===== src/rtl/fetch_stage.sv =====
// RV32I instruction-fetch stage: program counter, instruction-memory address,
// and the IF/ID pipeline register with stall, flush and redirect handling.
module fetch_stage #(
    parameter logic [31:0] RESET_PC  = 32'h0000_0000,
    parameter logic [31:0] NOP_INSTR = 32'h0000_0013
) (
    input  logic        clk,
    input  logic        rst,
    input  logic        stall_f,
    input  logic        flush_d,
    input  logic        pc_src_e,
    input  logic [31:0] pc_target_e,
    output logic [31:0] imem_addr,
    input  logic [31:0] imem_rdata,
    output logic [31:0] instr_d,
    output logic [31:0] pc_d,
    output logic [31:0] pc_plus4_d,
    output logic        valid_d,
    output logic [31:0] fetch_count
);

    localparam logic [31:0] ResetPcAligned = {RESET_PC[31:2], 2'b00};

    logic [31:0] fetch_pc_q, fetch_pc_d;
    logic [31:0] fetch_pc_plus4;
    logic [31:0] instr_q, instr_n;
    logic [31:0] pc_id_q, pc_id_n;
    logic [31:0] pc_plus4_q, pc_plus4_n;
    logic        valid_q, valid_n;
    logic [31:0] count_q, count_d;

    assign fetch_pc_plus4 = fetch_pc_q + 32'd4;

    // Redirect wins over stall for the PC.
    always_comb begin
        fetch_pc_d = fetch_pc_plus4;
        if (pc_src_e) begin
            fetch_pc_d = {pc_target_e[31:2], 2'b00};
        end else if (stall_f) begin
            fetch_pc_d = fetch_pc_q;
        end
    end

    // A redirect squashes the wrong-path word being fetched this cycle.
    always_comb begin
        instr_n    = instr_q;
        pc_id_n    = pc_id_q;
        pc_plus4_n = pc_plus4_q;
        valid_n    = valid_q;
        count_d    = count_q;
        if (flush_d || pc_src_e) begin
            instr_n    = NOP_INSTR;
            pc_id_n    = 32'h0;
            pc_plus4_n = 32'h0;
            valid_n    = 1'b0;
        end else if (!stall_f) begin
            instr_n    = imem_rdata;
            pc_id_n    = fetch_pc_q;
            pc_plus4_n = fetch_pc_plus4;
            valid_n    = 1'b1;
            count_d    = count_q + 32'd1;
        end
    end

    always_ff @(posedge clk or posedge rst) begin
        if (rst) begin
            fetch_pc_q <= ResetPcAligned;
            instr_q    <= NOP_INSTR;
            pc_id_q    <= 32'h0;
            pc_plus4_q <= 32'h0;
            valid_q    <= 1'b0;
            count_q    <= 32'h0;
        end else begin
            fetch_pc_q <= fetch_pc_d;
            instr_q    <= instr_n;
            pc_id_q    <= pc_id_n;
            pc_plus4_q <= pc_plus4_n;
            valid_q    <= valid_n;
            count_q    <= count_d;
        end
    end

    assign imem_addr   = fetch_pc_q;
    assign instr_d     = instr_q;
    assign pc_d        = pc_id_q;
    assign pc_plus4_d  = pc_plus4_q;
    assign valid_d     = valid_q;
    assign fetch_count = count_q;

endmodule


===== config.mk =====
export PLATFORM = sky130hd
export DESIGN_NAME = fetch_stage
export DESIGN_NICKNAME = d
export VERILOG_FILES = /design/src/rtl/fetch_stage.sv
export SDC_FILE = /design/constraint.sdc
export NUM_CORES = 1
export LEC_CHECK = 0
export ABC_AREA = 1
export BUFFER_PORTS_ARGS = -buffer_cell sky130_fd_sc_hd__buf_2
export CORE_MARGIN = 4
export CORE_UTILIZATION = 40
export DETAILED_ROUTE_END_ITERATION = 6
export PLACE_DENSITY = 0.66
export SYNTH_ARGS = -nofsm -noshare
export SYNTH_HDL_FRONTEND = slang
export SYNTH_SLANG_ARGS = --single-unit

===== constraint.sdc =====
create_clock -name clk -period 9.8 [get_ports clk]
set_clock_uncertainty 0.05 [all_clocks]
set_input_delay 1.47 -clock clk [delete_from_list [all_inputs] [get_ports clk]]
set_output_delay 1.47 -clock clk [all_outputs]
set_load 0.1 [all_outputs]

==> impl_metrics.json <==
{
  "status": "complete, no violations",
  "reg2reg_depth": 10,
  "pre_cts_slack_ns": 6.01,
  "cpPeakStageDelay_ns": 0.63,
  "numPortBuffers": 221,
  "reg2reg_from": "imem_addr[3]",
  "cp_top_family": "buffers and inverters",
  "core_sq_mm": 0.0188,
  "register_area_sq_mm": 0.00388,
  "post_cts_buffers": 0,
  "clock_latency_ns": 0.43,
  "ios": 230,
  "end_kind": "register",
  "worstPathMaxFanout": 50,
  "ys_warn_count": 0,
  "drc": 0,
  "dp.cells": 1366,
  "fmax_mhz": 302,
  "postSynthCellCount": 937,
  "ys_seq_area_frac": 0.508,
  "netlist_area_sq_mm": 0.00764,
  "p_leak_uw": 0.00513,
  "finalCritPeriodShare": 0.338,
  "die_y_microns": 146,
  "grt_first_pass_wirelength_microns": 36200,
  "drt_wl_total_microns": 21800,
  "whs_endpoint": "pc_plus4_d[31]",
  "multi_input_area_sq_mm": 0.00322,
  "die_w_microns": 146,
  "startpoint_type": "input port",
  "cts_tree": "yes",
  "slowest_stage": "nor2_4",
  "worstHoldPathCells": 2,
  "drt_first_pass_iters": 4,
  "drt_iter0_drc": 281,
  "drive_above_1_share": 0.256,
  "p_per_area_mw_per_mm2": 195,
  "cts_max_path_buffers": 2,
  "setup_viol": 0,
  "gp_congestion": 0.808,
  "synth_seq_cells": 155,
  "cts_sinks": 155,
  "routedWlPerCell_microns": 15.6,
  "cts.htree.levels": 4,
  "rsz0062_at_grt": "false",
  "worstPathRequired_ns": 10.08,
  "setup_tns_ns": 0,
  "peakVddDrop_mv": 0.122,
  "tightest_slew_ns": 1.02,
  "cp_num_buf_inv": 3,
  "drtAntennaViolNets": 0,
  "relSlewSlack": 0.322,
  "maxSlewViolCount": 0,
  "start_util": 0.407,
  "finalCriticalPeriod_ns": 3.31,
  "post-dp-hpwl_microns": 15400,
  "fill_cells": 1824,
  "dieArea_sq_mm": 0.0214,
  "yosysUniqueCellTypes": 35,
  "cts-root-buf": "clkbuf_16",
  "r2r_slack_ns": 7.89,
  "cp_cell_sequence": "buf_2 -> inv_4 -> nand2_2 -> nor2_4 -> buf_4 -> nand2_1 -> o21ai_0",
  "grtUsageTotal": 0.210,
  "areaGrowthSynthToFinish_pct": 24.2,
  "grt_pass1_vias": 6790,
  "antenna_found_initial": 1,
  "nets": 1222,
  "via_per_inst": 4.86,
  "total_power_uw": 1850,
  "cts_buffers": 17,
  "r2r_end": "pc_plus4_d[28]",
  "cts_resized": 0,
  "gr-total-overflow": 0,
  "cts_hold_buf": 0,
  "maxCapViolCount": 0,
  "clk_pin_slew_worst_paths_ns": 0.07,
  "stdcell_count": 1398,
  "vias": 6789,
  "std_cell_rows": 50,
  "fin_ws_ns": 6.49,
  "synth_area_per_cell_sq_um": 8.15,
  "hold_viol": 0,
  "hold_class": "register to register",
  "path_class": "input port to register",
  "cp_data_arrival_time_ns": 3.59,
  "min_from": "pc_plus4_d[31]",
  "grt_max_degree": 79
}
## cells by family (layout without fill, tap and decap cells)
logic type,after synthesis,count (layout),share of synthesized area
and+or+nand+nor,515,515,0.291
DFF,155,155,0.508
buffers and inverters,130,351,0.0732
AOI/OAI and AO/OA,103,103,0.0865
xor gates and xnor gates,31,31,0.0375
adders and majority gates,2,2,0.00328
other,1,7,0.000491
## where the power goes
| group | switching [uW] | internal (uW) |
|---|---|---|
| combinational | 397 | 70.0 |
| sequential | 43.3 | 676 |
| clock | 288 | 380 |
## synthesized netlist by cell type (all sizes together)
library cell / count / area share
buf: 26 / 0.022
nand3b: 1 / 0.00098
o221ai: 1 / 0.0011
dfrtp: 152 / 0.50
o21ai: 56 / 0.037
inv: 95 / 0.047
nor3b: 1 / 0.00098
nor2: 92 / 0.064
dfstp: 3 / 0.010
o22a: 3 / 0.0034
conb: 1 / 0.00049
ha: 2 / 0.0033
a21oi: 6 / 0.0039
o211ai: 7 / 0.0069
nand4: 7 / 0.0057
nand3: 39 / 0.029
xor2: 25 / 0.031
nand2: 369 / 0.19
xnor2: 6 / 0.0069
clkbuf: 9 / 0.0044
a22o: 30 / 0.034
nor3: 5 / 0.0033
and2: 1 / 0.00082
## sequential cells by signal, indices dropped and copies added (netlist names)
register / count
valid_d: 1
pc_d: 30
imem_addr: 30
instr_d: 32
fetch_count: 32
pc_plus4_d: 30
## tightest hold or removal path: stages (launching register included)
cell	delay, ns
dfrtp_1	0.34
nand2_1	0.05
nand2_1	0.05
## layout by cell type (no fill, tap or decap), types with 2 or more instances in the layout
master / synthesis / routed
o21ai_0: 56 / 56
inv_6: 0 / 5
nand3_1: 36 / 36
nand4_1: 7 / 7
xor2_2: 2 / 2
nand3_4: 2 / 2
xnor2_1: 6 / 6
inv_2: 3 / 3
bufinv_16: 0 / 2
nor2_4: 13 / 14
nand2_4: 2 / 2
xor2_1: 23 / 23
buf_4: 12 / 4
dfrtp_1: 152 / 152
nor2_8: 2 / 2
clkinvlp_4: 0 / 2
conb_1: 1 / 6
a22o_1: 30 / 30
o211ai_1: 7 / 7
clkbuf_16: 0 / 17
ha_1: 2 / 2
nand2_2: 6 / 6
nor2_2: 6 / 5
o22a_1: 3 / 3
nor2_1: 71 / 71
a21oi_1: 6 / 6
inv_1: 91 / 90
buf_2: 13 / 221
nor3_1: 5 / 5
clkinv_4: 0 / 4
dfstp_2: 3 / 3
nand2_1: 361 / 361
## how the worst max path moves through the flow
stage / from / cells past startpoint / end / slack, ns
2_1_floorplan: rst / 1 / fetch_count[0] / 4.11
3_3_place_gp: pc_src_e / 6 / instr_d[28] / 6.02
3_5_place_dp: pc_src_e / 7 / pc_d[26] / 6.01
4_1_cts: pc_src_e / 7 / pc_d[26] / 6.47
5_1_grt: pc_src_e / 7 / pc_d[30] / 6.31
6_report: pc_src_e / 7 / pc_d[26] / 6.49
## layout make-up
cell class,count,area share
Sequential cell,155,0.409
Antenna cell,1,0.000264
Tap cell,234,0.0309
Clock buffer,17,0.0448
Multi-Input combinational cell,657,0.340
Inverter,95,0.0384
Timing Repair Buffer,225,0.120
Clock inverter,14,0.0170
## stage by stage
stage | hold WS [ns] | cell area [sq um] | util
5_1_grt | 0.453 | 9480 | 0.505
6_report | 0.426 | 9490 | 0.505
2_1_floorplan | 0.712 | 7660 | -
3_5_place_dp | 0.411 | 8900 | 0.474
4_1_cts | 0.430 | 9480 | 0.505
3_3_place_gp | 0.410 | 8900 | 0.474
## layer usage
layer  global-route usage  up-vias  routed length [microns]
li1                     -     3359                        -
met2                0.344      212                    10300
met5                    0        -                        0
met3               0.0540       27                     1420
met1                0.275     3191                     9720
met4               0.0626        0                      443
Note: power is estimated with default switching activity, not from simulation.
